## config.mk

```make
export PLATFORM = sky130hd
export DESIGN_NAME = branch_resolve_sched
export DESIGN_NICKNAME = d
export VERILOG_FILES = /design/src/rtl/branch_resolve_sched_pkg.sv /design/src/rtl/branch_resolve_sched_sva.sv /design/src/rtl/lowest_onehot_sel.sv /design/src/rtl/branch_resolve_sched.sv
export SDC_FILE = /design/constraint.sdc
export NUM_CORES = 1
export LEC_CHECK = 0
export CAP_MARGIN = 30
export CORE_AREA = 2 2 64 66
export DETAILED_ROUTE_END_ITERATION = 8
export DIE_AREA = 0 0 66 68
export HOLD_SLACK_MARGIN = 0.06
export MAX_ROUTING_LAYER = met4
export PLACE_DENSITY = 0.77
export SLEW_MARGIN = 0
export SYNTH_ARGS = -nofsm -noshare
export SYNTH_HDL_FRONTEND = slang
export SYNTH_SLANG_ARGS = --single-unit
```

## constraint.sdc

```tcl
create_clock -name clock -period 2.6 [get_ports clock]
set_input_delay 0.39 -clock clock [delete_from_list [all_inputs] [get_ports clock]]
set_output_delay 0.39 -clock clock [all_outputs]
set_load 0.005 [all_outputs]
```

## src/rtl/branch_resolve_sched_pkg.sv

```systemverilog
// Shared types for the branch resolution scheduler.
//   BRS_MASK_WIDTH    : branch tag count (one slot per tag)
//   B_MASK            : one bit per branch tag
//   BR_RESOLVE_PACKET : {valid, one-hot tag, dep_mask of older unresolved branches, mispred}
//   BRS_SLOT          : per-tag buffered resolution {valid, dep_mask, mispred}
package branch_resolve_sched_pkg;

    localparam int BRS_MASK_WIDTH = 4;

    typedef logic [BRS_MASK_WIDTH-1:0] B_MASK;

    typedef struct packed {
        logic  valid;
        B_MASK tag;
        B_MASK dep_mask;
        logic  mispred;
    } BR_RESOLVE_PACKET;

    typedef struct packed {
        logic  valid;
        B_MASK dep_mask;
        logic  mispred;
    } BRS_SLOT;

endpackage

```

## src/rtl/branch_resolve_sched_sva.sv

```systemverilog
// Assertion checker for branch_resolve_sched: output encoding and input legality.
//   clock, reset  : sampling clock and reset (checks disabled during reset)
//   br_in         : resolution packets from the branch units
//   b_mm_resolve  : one-hot tag presented this cycle
//   b_mm_mispred  : presented resolution is a mispredict
//   pending_mask  : slot valid bits
module branch_resolve_sched_sva
    import branch_resolve_sched_pkg::*;
#(
    parameter int NUM_BR_UNITS = 2
) (
    input logic             clock,
    input logic             reset,
    input BR_RESOLVE_PACKET br_in [NUM_BR_UNITS],
    input B_MASK            b_mm_resolve,
    input logic             b_mm_mispred,
    input B_MASK            pending_mask
);

    a_resolve_onehot0: assert property (@(posedge clock) disable iff (reset)
        $onehot0(b_mm_resolve));

    a_mispred_has_tag: assert property (@(posedge clock) disable iff (reset)
        b_mm_mispred |-> (b_mm_resolve != '0));

    genvar gi, gj;
    generate
        for (gi = 0; gi < NUM_BR_UNITS; gi++) begin : g_unit
            a_tag_onehot: assert property (@(posedge clock) disable iff (reset)
                br_in[gi].valid |-> $onehot(br_in[gi].tag));
            a_tag_free: assert property (@(posedge clock) disable iff (reset)
                br_in[gi].valid |-> ((br_in[gi].tag & pending_mask) == '0));
            a_tag_not_selected: assert property (@(posedge clock) disable iff (reset)
                br_in[gi].valid |-> ((br_in[gi].tag & b_mm_resolve) == '0));
            a_dep_not_self: assert property (@(posedge clock) disable iff (reset)
                br_in[gi].valid |-> ((br_in[gi].tag & br_in[gi].dep_mask) == '0));
            for (gj = gi + 1; gj < NUM_BR_UNITS; gj++) begin : g_pair
                a_tag_unique: assert property (@(posedge clock) disable iff (reset)
                    (br_in[gi].valid && br_in[gj].valid) |-> (br_in[gi].tag != br_in[gj].tag));
            end
        end
    endgenerate

endmodule

```

## src/rtl/lowest_onehot_sel.sv

```systemverilog
// Combinational picker: returns the lowest set bit of req as a one-hot grant.
//   req : request vector
//   gnt : one-hot lowest request, or zero when req is zero
module lowest_onehot_sel #(
    parameter int WIDTH = 4
) (
    input  logic [WIDTH-1:0] req,
    output logic [WIDTH-1:0] gnt
);

    // Two's-complement trick isolates the least significant set bit.
    assign gnt = req & (~req + WIDTH'(1));

endmodule

```

## src/rtl/branch_resolve_sched.sv

```systemverilog
// Branch resolution scheduler. Buffers resolutions from the branch units in
// one slot per tag and presents one per cycle to the branch stack, oldest
// mispredict first, otherwise the lowest-index correct resolution.
//   clock, reset  : clock and asynchronous active-high reset
//   br_in         : up to NUM_BR_UNITS resolutions per cycle
//   b_mm_resolve  : one-hot tag resolved this cycle (0 when idle)
//   b_mm_mispred  : that resolution is a mispredict
//   pending_mask  : slot valid bits
module branch_resolve_sched
    import branch_resolve_sched_pkg::*;
#(
    parameter int NUM_BR_UNITS = 2,
    parameter int B_MASK_WIDTH = BRS_MASK_WIDTH
) (
    input  logic             clock,
    input  logic             reset,
    input  BR_RESOLVE_PACKET br_in [NUM_BR_UNITS],
    output B_MASK            b_mm_resolve,
    output logic             b_mm_mispred,
    output B_MASK            pending_mask
);

    B_MASK valid_vec;
    B_MASK mp_vec;
    B_MASK corr_vec;
    B_MASK cand_vec;
    B_MASK cand_pick;
    B_MASK corr_pick;
    B_MASK sel;
    logic  sel_mp;

    genvar gi;
    generate
        for (gi = 0; gi < B_MASK_WIDTH; gi++) begin : g_slot
            BRS_SLOT slot_reg;
            BRS_SLOT slot_next;

            assign valid_vec[gi] = slot_reg.valid;
            assign mp_vec[gi]    = slot_reg.valid & slot_reg.mispred;
            assign corr_vec[gi]  = slot_reg.valid & ~slot_reg.mispred;
            // A mispredict is the oldest when it depends on no other pending mispredict.
            assign cand_vec[gi]  = mp_vec[gi] & ((slot_reg.dep_mask & mp_vec) == '0);

            always_comb begin
                slot_next          = slot_reg;
                // Stripping sel is harmless on a mispredict: a surviving slot
                // never has that bit set, otherwise it would be squashed below.
                slot_next.dep_mask = slot_reg.dep_mask & ~sel;
                if (sel[gi] || (sel_mp && ((slot_reg.dep_mask & sel) != '0))) begin
                    slot_next = '0;
                end
                for (int u = 0; u < NUM_BR_UNITS; u++) begin
                    if (br_in[u].valid && br_in[u].tag[gi] &&
                        !(sel_mp && ((br_in[u].dep_mask & sel) != '0))) begin
                        slot_next.valid    = 1'b1;
                        slot_next.dep_mask = br_in[u].dep_mask & ~sel;
                        slot_next.mispred  = br_in[u].mispred;
                    end
                end
            end

            always_ff @(posedge clock or posedge reset) begin
                if (reset) begin
                    slot_reg <= '0;
                end else begin
                    slot_reg <= slot_next;
                end
            end
        end
    endgenerate

    // Exactly one candidate is expected; the picker keeps the output one-hot regardless.
    lowest_onehot_sel #(.WIDTH(B_MASK_WIDTH)) u_mp_sel (
        .req (cand_vec),
        .gnt (cand_pick)
    );

    lowest_onehot_sel #(.WIDTH(B_MASK_WIDTH)) u_corr_sel (
        .req (corr_vec),
        .gnt (corr_pick)
    );

    assign sel_mp       = |cand_vec;
    assign sel          = sel_mp ? cand_pick : corr_pick;
    assign b_mm_resolve = sel;
    assign b_mm_mispred = sel_mp;
    assign pending_mask = valid_vec;

    branch_resolve_sched_sva #(.NUM_BR_UNITS(NUM_BR_UNITS)) u_sva (
        .clock        (clock),
        .reset        (reset),
        .br_in        (br_in),
        .b_mm_resolve (b_mm_resolve),
        .b_mm_mispred (b_mm_mispred),
        .pending_mask (pending_mask)
    );

endmodule

```

* After elaboration in Yosys (flattened, before gate mapping) *
Cells that the tools add are included.

operators by class
  $add $sub $neg = 2
  mux-type cells = 13
  bitwise logic cells = 37
  reduce and logical (&&, ||, !) cells = 43

operator list
  kind                                          number
  bitwise AND 4 bit                             18
  two-way mux 6 bit                             12
  nonzero test 4 bit                            6
  logical AND 1 bit                             22
  zero test 4 bit                               4
  bitwise AND 1 bit                             12
  inverter 4 bit                                3
  nonzero test 3 bit                            4
  adder 4 x 1 -> 4 bit (second input constant)  2
  logical OR 1 bit                              4
  two-way mux 4 bit                             1
  inverter 1 bit                                4
  OR reduction 4 bit                            1
  zero test 1 bit                               2

storage, ports and cells
  register bits after elaboration = 24
  bits of input ports = 22
  output and inout bits = 9
  word-level logic and storage cells = 107

* Logic depth before layout (Yosys ltp) *
Gate-level depths: netlist (run 1).

  depth after elaboration = 15
  depth in mapped cells = 9
  mapped depth without buffers = 7

* Hierarchy *
Synthesis (run 1) repeated with hierarchy kept, for this count alone.

unflattened totals
  cells, all modules = 220
  area, all modules = 1859.3 µm²

by module, submodules not included
  module                times used  cells each  area an instance (µm²)  sequential area each (µm²)
  branch_resolve_sched  1           212         1786.7                  600.6
  lowest_onehot_sel     2           4           36.3                    0.0

* Worst setup path after synthesis (run 1) *
No wires, ideal clock.

  path type = register -> register
  start = register g_slot[3].slot_reg (netlist bit pending_mask[3])
  end = register g_slot[3].slot_reg[0] (netlist bit)
  setup time = 0.126 ns
  arrival time = 2.120 ns
  required time = 2.474 ns
  setup slack = 0.354 ns
  cell stages (with the launch flop) = 9
  path buffers = 1
  period minus slack after synthesis = 2.246 ns
  cell sequence = dfrtp_1 > and3b_2 > and4_4 > buf_6 > o211a_1 > o21a_2 > nor3_4 > nor3b_1 > a221o_1

between the ends
  longest elaborated chain between the ends = 15
  elaborated cells on any way between the ends = 39
  classes of those cells = add/sub (2); mux (3); bitwise (17); reduce/logical (17)

RTL lines
  what                             line                        source
  start, declared                  branch_resolve_sched.sv:35  BRS_SLOT slot_reg;
  start signal, assigned           branch_resolve_sched.sv:66  slot_reg <= slot_next;
  bitwise AND 1 bit                branch_resolve_sched.sv:39  assign mp_vec[gi] = slot_reg.valid & slot_reg.mispred;
  bitwise AND 4 bit                branch_resolve_sched.sv:42  assign cand_vec[gi] = mp_vec[gi] & ((slot_reg.dep_mask & mp_vec) == '0);
  zero test 4 bit                  branch_resolve_sched.sv:42
  bitwise AND 1 bit                branch_resolve_sched.sv:42
  inverter 4 bit                   lowest_onehot_sel.sv:12     assign gnt = req & (~req + WIDTH'(1));
  adder 4 x 1 -> 4 bit             lowest_onehot_sel.sv:12
  bitwise AND 4 bit                lowest_onehot_sel.sv:12
  two-way mux 4 bit                branch_resolve_sched.sv:84  assign sel = sel_mp ? cand_pick : corr_pick;
  bitwise AND 4 bit                branch_resolve_sched.sv:54  !(sel_mp && ((br_in[u].dep_mask & sel) != '0))) begin
  nonzero test 4 bit               branch_resolve_sched.sv:54
  logical AND 1 bit                branch_resolve_sched.sv:54
  zero test 1 bit                  branch_resolve_sched.sv:54
  logical AND 1 bit                branch_resolve_sched.sv:53  if (br_in[u].valid && br_in[u].tag[gi] &&
  two-way mux 6 bit (2 in series)  branch_resolve_sched.sv:53

Several ways; a longest one is shown, not always the timed one.
A chain may end at the register's enable or synchronous reset.

* Worst setup path after layout (run 1) *
  start = register g_slot[1].slot_reg (netlist bit pending_mask[1])
  end = output port b_mm_resolve[1]

between the ends
  longest elaborated chain between the ends = 8
  elaborated cells on any way between the ends = 22
  classes of those cells = add/sub (2); mux (1); bitwise (14); reduce/logical (5)

RTL lines
  what                    line                        source
  start, declared         branch_resolve_sched.sv:35
  start signal, assigned  branch_resolve_sched.sv:66
  bitwise AND 1 bit       branch_resolve_sched.sv:39
  bitwise AND 4 bit       branch_resolve_sched.sv:42
  zero test 4 bit         branch_resolve_sched.sv:42
  bitwise AND 1 bit       branch_resolve_sched.sv:42
  inverter 4 bit          lowest_onehot_sel.sv:12
  adder 4 x 1 -> 4 bit    lowest_onehot_sel.sv:12
  bitwise AND 4 bit       lowest_onehot_sel.sv:12
  two-way mux 4 bit *     branch_resolve_sched.sv:84
  end, declared           branch_resolve_sched.sv:18  output B_MASK b_mm_resolve,

Every way passes the cells marked *; elsewhere a longest branch is shown, timed or not.

==> results of run 1 <==
==> power breakdown <==
group	switching [mW]	leakage [nW]	internal (mW)
logic	1.14	0.764	1.03
clock network	0.130	0.0216	0.104
registers	0.207	0.293	0.541
==> critical path, cell delays in order (launching register included) <==
cell and delay, ns:
dfrtp_2 0.48, nand3_1 0.15, and4_4 0.27, o41a_1 0.42, inv_2 0.10, clkdlybuf4s50_1 0.50
==> cells in the mapped netlist, drive strengths merged (3+ instances only) <==
master and n:
o2bb2ai 4, nand2 24, nand4bb 4, inv 12, dfrtp 24, nor3 5
o211ai 7, and3 6, nand3 21, nand4 13, buf 9, mux2i 6
o211a 3, nor2 11, o21a 3, clkbuf 4, a31oi 9, o21ai 9
a21oi 6, and4 6, and2 3, nor3b 5, and3b 4
==> layout by cell type (no fill, tap or decap), types with 3 or more instances in the layout <==
cell type,count
nand2_1,22
a31oi_1,9
clkbuf_8,3
nand4_1,10
nor3b_1,3
and3b_1,3
o2bb2ai_1,4
nor3_1,4
nand3_1,18
o211a_1,3
mux2i_1,6
inv_1,11
dfrtp_2,8
nand3_2,3
dfrtp_1,16
and3_1,5
o211ai_1,7
buf_4,31
a21oi_1,6
o21ai_0,7
clkdlybuf4s50_1,30
nand4bb_1,4
nor2_1,10
==> per-stage QoR <==
stage / cells / worst slack, ns / setup TNS [ns]
after detailed placement: 309 / 0.0468 / 0
after global placement: 309 / 0.0839 / 0
after global routing: 325 / -0.00607 / -0.00607
after floorplan: 224 / 0.354 / 0
after CTS: 321 / 0.00108 / 0
final: 325 / 0.0188 / 0
==> final timing paths <==
path / from / endpoint / slack [ns] / cells past startpoint
setup / recovery: pending_mask[1] / b_mm_resolve[1] / 0.02 / 5
hold / removal: reset / g_slot[0].slot_reg[4] / 0.46 / 3
min in group clock: g_slot[3].slot_reg[4] / g_slot[3].slot_reg[4] / 0.49 / 1
setup reg to reg: pending_mask[1] / g_slot[3].slot_reg[0] / 0.10 / 7
hold reg to reg: g_slot[3].slot_reg[4] / g_slot[3].slot_reg[4] / 0.49 / 1
max in group asynchronous: reset / pending_mask[1] / 1.87 / 3
==> layer usage <==
layer	track usage	share of wire	vias up
met5	-	0	-
met4	0.151	0.057	0
met3	0.0428	0.085	39
met2	0.482	0.43	130
met1	0.474	0.42	962
li1	-	-	954
==> area by class of cell <==
type                    count  area, µm²
fillers                   335       1310
multi-input cells         175       1260
flip-flops and latches     24        611
repair buffers             61        533
well taps                  50       62.6
inverters                  12       45.0
clock buffers               3       41.3
==> what timing repair did <==
| item | in CTS | in global routing |
|---|---|---|
| endpoints found under the setup margin | 4 | 13 |
| setup buffers | 9 | 4 |
| resized for setup | 9 | 5 |
| endpoints found under the hold margin | 0 | 0 |
| pin swaps | 3 | 5 |
==> logic make-up after synthesis <==
kind of cell	Yosys count	share of synthesized area
simple gates	114	0.388
compound gates	55	0.203
buf+inv	25	0.0783
flops	24	0.301
mux	6	0.0301
==> metrics.md, run 1 <==
| Metric | Value |
|---|---|
| Via density | `6.42` |
| Status | `complete, no violations` |
| Crit path arrival time | `2.19 ns` |
| DRC Markers | `0` |
| Critical Path End Type | `primary output` |
| Largest net degree at the start of global routing | `25` |
| Cell Area, Synth | `2000 µm²` |
| Syn nets | `246` |
| Critical path class | `flip-flop to primary output` |
| Max reg flops | `20` |
| Share of cells above drive strength 1 | `0.258` |
| Clock sinks | `24` |
| Critical path peak fanout | `9` |
| VDD IR max | `0.638 mV` |
| Clock slew at reported path FFs | `0.09 ns` |
| TritonCTS Buffers | `3` |
| Post-DP HPWL | `4.95 mm` |
| Post-synth EDFFs | `0` |
| Initial core utilization | `0.518` |
| Period utilization | `0.993` |
| Post-synth top flop | `dfrtp_1` |
| Post-route cell area | `2550 µm²` |
| Die H | `68 µm` |
| Pins over their slew limit | `0` |
| Relative slew margins | `0.682` |
| Die area | `4490 µm²` |
| Clock insertion delay at the later pin of the skew report | `0.27 ns` |
| Worst hold path type | `input port to async pin` |
| RSZ-0062 raised after global routing | `true` |
| First-pass GRT wire length | `10.7 mm` |
| PortBufs | `30` |
| H-tree depth | `1` |
| Count of state elements after synthesis | `24` |
| Final setup violation count | `0` |
| Pwr dens | `1240 nW/µm²` |
| Final Util | `0.661` |
| Clk buf depth | `2` |
| YS warnings | `0` |
| DR vias | `2,085` |
| DP Area | `2380 µm²` |
| CORE AREA | `3860 µm²` |
| Hold slack | `0.458 ns` |
| Area delta synth->final | `27.6%` |
| Drt pass-1 iters | `5` |
| Maxcap violations | `0` |
| Crit path time final | `2.58 ns` |
| CTS tree | `yes` |
| Post-synth top area cell | `dfrtp_1` |
| Data required, critical path | `2.21 ns` |
| Total chip power | `3.15 mW` |
| Top Ports | `31` |
| Routed Antenna Nets | `0` |
| Ys async rst share | `1.00` |
| Top cells by area, synth | `dfrtp_1 (30%), nand3_1 (4.5%), nand2_1 (4.1%)` |
| Yosys top cell area share | `0.301` |
| Final Skew | `0.00420 ns` |
| Rows | `23` |
| Syn avg cell area | `8.91 µm²` |
| Die width | `66 µm` |
| Initial antenna violation count | `0` |
| Startpoint types | `flip-flop` |
| Hold Fails Final Rpt | `0` |
| Vias in the first global route | `1,956` |
| Initial DRC Count | `299` |
| RePlAce Congestion | `1.07` |
| Diode count | `0` |
| Syn Inst Count | `224` |
| Netlist cell types | `60` |
| GRT overflow | `0` |
| DRT Wirelength | `6.99 mm` |
| CTS root buffer | `clkbuf_8` |
| Final net count | `299` |
| Fmax | `387 MHz` |
| Gr usage total | `0.336` |
| Register area share after synthesis | `0.301` |
| Worst-margin pin slew | `0.475 ns` |
| Leakage | `1.08 nW` |
| Wire per inst | `21.5 µm` |
| CTS Hold Bufs | `0` |
No activity file was read; power rests on OpenSTA's default activity.
==> run 2, diff against run 1 <==
--- a/config.mk
+++ b/config.mk
@@ -12,7 +12,7 @@
 export HOLD_SLACK_MARGIN = 0.06
 export MAX_ROUTING_LAYER = met4
 export PLACE_DENSITY = 0.77
-export SLEW_MARGIN = 0
+export SLEW_MARGIN = 20
 export SYNTH_ARGS = -nofsm -noshare
 export SYNTH_HDL_FRONTEND = slang
 export SYNTH_SLANG_ARGS = --single-unit
==> results of run 2 <==
Final layout, timing and power as in run 1 (identical DEF).
==> run 3, diff against run 2 <==
--- a/config.mk
+++ b/config.mk
@@ -5,13 +5,15 @@
 export SDC_FILE = /design/constraint.sdc
 export NUM_CORES = 1
 export LEC_CHECK = 0
+export ABC_CLOCK_PERIOD_IN_PS = 3000
 export CAP_MARGIN = 30
-export CORE_AREA = 2 2 64 66
+export CORE_AREA = 2 2 62 64
 export DETAILED_ROUTE_END_ITERATION = 8
-export DIE_AREA = 0 0 66 68
+export DIE_AREA = 0 0 64 66
 export HOLD_SLACK_MARGIN = 0.06
 export MAX_ROUTING_LAYER = met4
-export PLACE_DENSITY = 0.77
+export PLACE_DENSITY = 0.81
+export SETUP_SLACK_MARGIN = 0.4
 export SLEW_MARGIN = 20
 export SYNTH_ARGS = -nofsm -noshare
 export SYNTH_HDL_FRONTEND = slang
==> constraint.sdc (replaced) <==
create_clock -name clock -period 3 [get_ports clock]
set_input_delay 0.45 -clock clock [delete_from_list [all_inputs] [get_ports clock]]
set_output_delay 0.45 -clock clock [all_outputs]
set_load 0.005 [all_outputs]
==> metrics.md, run 3 (same netlist as run 1, synthesis figures left out) <==
| Metric | Value |
|---|---|
| Status | `complete, no violations (unchanged)` |
| Data required, critical path | `3.23 ns (was 2.21 ns)` |
| Critical path peak fanout | `8 (was 9)` |
| Worst-margin pin slew | `0.539 ns (was 0.475 ns)` |
| CTS root buffer | `clkbuf_4 (was clkbuf_8)` |
| Most common cell after layout, fill and taps aside | `buf_4 (unchanged)` |
| Cells after DPL | `297 (was 309)` |
| Die width | `64 µm (was 66 µm)` |
| DR vias | `2,234 (was 2,085)` |
| Share of cells above drive strength 1 | `0.286 (was 0.258)` |
| DRC Markers | `0 (unchanged)` |
| Most frequent cells in the layout | `buf_4 (37), clkdlybuf4s50_1 (26), nand2_1 (22) (was buf_4 (31), clkdlybuf4s50_1 (30), nand2_1 (22))` |
| Area delta synth->final | `31.4% (was 27.6%)` |
| RePlAce Congestion | `1.04 (was 1.07)` |
| Maxcap violations | `0 (unchanged)` |
| Leakage | `1.14 nW (was 1.08 nW)` |
| Pwr dens | `1110 nW/µm² (was 1240 nW/µm²)` |
| Max reg flops | `20 (unchanged)` |
| Die area | `4220 µm² (was 4490 µm²)` |
| RSZ-0062 raised after global routing | `true (unchanged)` |
| VDD IR max | `0.703 mV (was 0.638 mV)` |
| Clk buf depth | `2 (unchanged)` |
| Post-DP HPWL | `5.09 mm (was 4.95 mm)` |
| CTS tree | `yes (unchanged)` |
| Final non-filler cell total | `331 (was 325)` |
| DP Area | `2310 µm² (was 2380 µm²)` |
| DRT Wirelength | `7.30 mm (was 6.99 mm)` |
| Post-route cell area | `2620 µm² (was 2550 µm²)` |
| CTS Hold Bufs | `0 (unchanged)` |
| CORE AREA | `3550 µm² (was 3860 µm²)` |
| Die H | `66 µm (was 68 µm)` |
| Crit path arrival time | `2.80 ns (was 2.19 ns)` |
| Wire per inst | `22.1 µm (was 21.5 µm)` |
| Diode count | `0 (unchanged)` |
| Final setup TNS | `0 ns (unchanged)` |
| Clock sinks | `24 (unchanged)` |
| Initial core utilization | `0.562 (was 0.518)` |
| Worst hold path type | `input port to async pin (unchanged)` |
| Pins over their slew limit | `0 (unchanged)` |
| Rows | `22 (was 23)` |
| Final setup violation count | `0 (unchanged)` |
| Crit path time final | `2.57 ns` |
| Vias in the first global route | `2,166 (was 1,956)` |
| Startpoint types | `flip-flop (unchanged)` |
| PortBufs | `30 (unchanged)` |
| H-tree depth | `1 (unchanged)` |
| Clock insertion delay at the later pin of the skew report | `0.33 ns (was 0.27 ns)` |
| Critical Path End Type | `flip-flop (was primary output)` |
| Drt pass-1 iters | `5 (unchanged)` |
| Relative slew margins | `0.639 (was 0.682)` |
| Clock slew at reported path FFs | `0.15 ns (was 0.09 ns)` |
| Initial antenna violation count | `0 (unchanged)` |
| Via density | `6.75 (was 6.42)` |
| Period utilization | `0.857` |
| Initial DRC Count | `308 (was 299)` |
| GRT overflow | `0 (unchanged)` |
| Final net count | `306 (was 299)` |
| Top Ports | `31 (unchanged)` |
| Fmax | `389 MHz` |
| Largest net degree at the start of global routing | `25 (unchanged)` |
| R2R depth | `8 (was 7)` |
| Routed Antenna Nets | `0 (unchanged)` |
| Critical path class | `flip-flop to flip-flop (was flip-flop to primary output)` |
| Final Skew | `0.00802 ns (was 0.00420 ns)` |
| Hold Fails Final Rpt | `0 (unchanged)` |
| TritonCTS Buffers | `3 (unchanged)` |
| Gr usage total | `0.371 (was 0.336)` |
| First-pass GRT wire length | `11.3 mm (was 10.7 mm)` |
## run 3: changes by cell type in the layout (fill, tap and decap cells not counted), sizes merged
cell	change
clkbuf	+1
clkdlybuf4s50	-4
buf	+7
dlygate4sd2	+3
dlymetal6s2s	+1
## run 3: timing repair
item	CTS	global route
buffers inserted	27	3
hold endpoints to repair	0	0
pin swaps	7	2
setup endpoints to repair	5	9
gates resized for setup	17	9
## run 3: layer usage
| metal | part of all wire | GRT usage |
|---|---|---|
| met4 | 0.050 | 0.190 |
| met1 | 0.40 | 0.487 |
| met5 | 0 | - |
| met3 | 0.10 | 0.0443 |
| met2 | 0.44 | 0.565 |
## run 3: report_power, final
group	internal (mW)	total (mW)	switching (mW)
clock network	0.0744	0.187	0.113
logic	0.999	2.12	1.12
registers	0.467	0.620	0.153
total	1.54	2.92	1.38
## run 3: final timing paths
path	slack (ns)	start	to
hold reg to reg	0.53	g_slot[0].slot_reg[1]	g_slot[0].slot_reg[1]
min in group clock	0.53	g_slot[0].slot_reg[1]	g_slot[0].slot_reg[1]
setup reg to reg	0.43	pending_mask[3]	g_slot[3].slot_reg[0]
max in group asynchronous	2.29	reset	pending_mask[0]
setup / recovery	0.43	pending_mask[3]	g_slot[3].slot_reg[0]
hold / removal	0.44	reset	g_slot[3].slot_reg[3]
## run 3: worst max-delay path, cell delays in order (launching register included)
cell	delay, ns
dfrtp_2	0.45
buf_4	0.15
nand3_1	0.13
nand4_2	0.26
and3_1	0.26
a21oi_1	0.34
nand4_1	0.27
nor3b_1	0.24
a221o_1	0.36
## run 3: per-stage QoR
stage / hold WS (ns) / util / power (mW) / worst slack [ns]
floorplan: 0.448 / - / 1.76 / 0.754
global placement: 0.477 / 0.649 / 2.28 / 0.414
detailed placement: 0.500 / 0.649 / 2.28 / 0.452
CTS: 0.462 / 0.726 / 2.76 / 0.401
global route: 0.479 / 0.739 / 3.05 / 0.363
finish: 0.443 / 0.739 / 2.92 / 0.430
## run 3: final cells by class
type	instances	area, µm²
clock buffers	4	36.3
fillers	287	927
inverters	12	45.0
multi-input cells	175	1280
flip-flops and latches	24	609
well taps	48	60.1
repair buffers	68	588
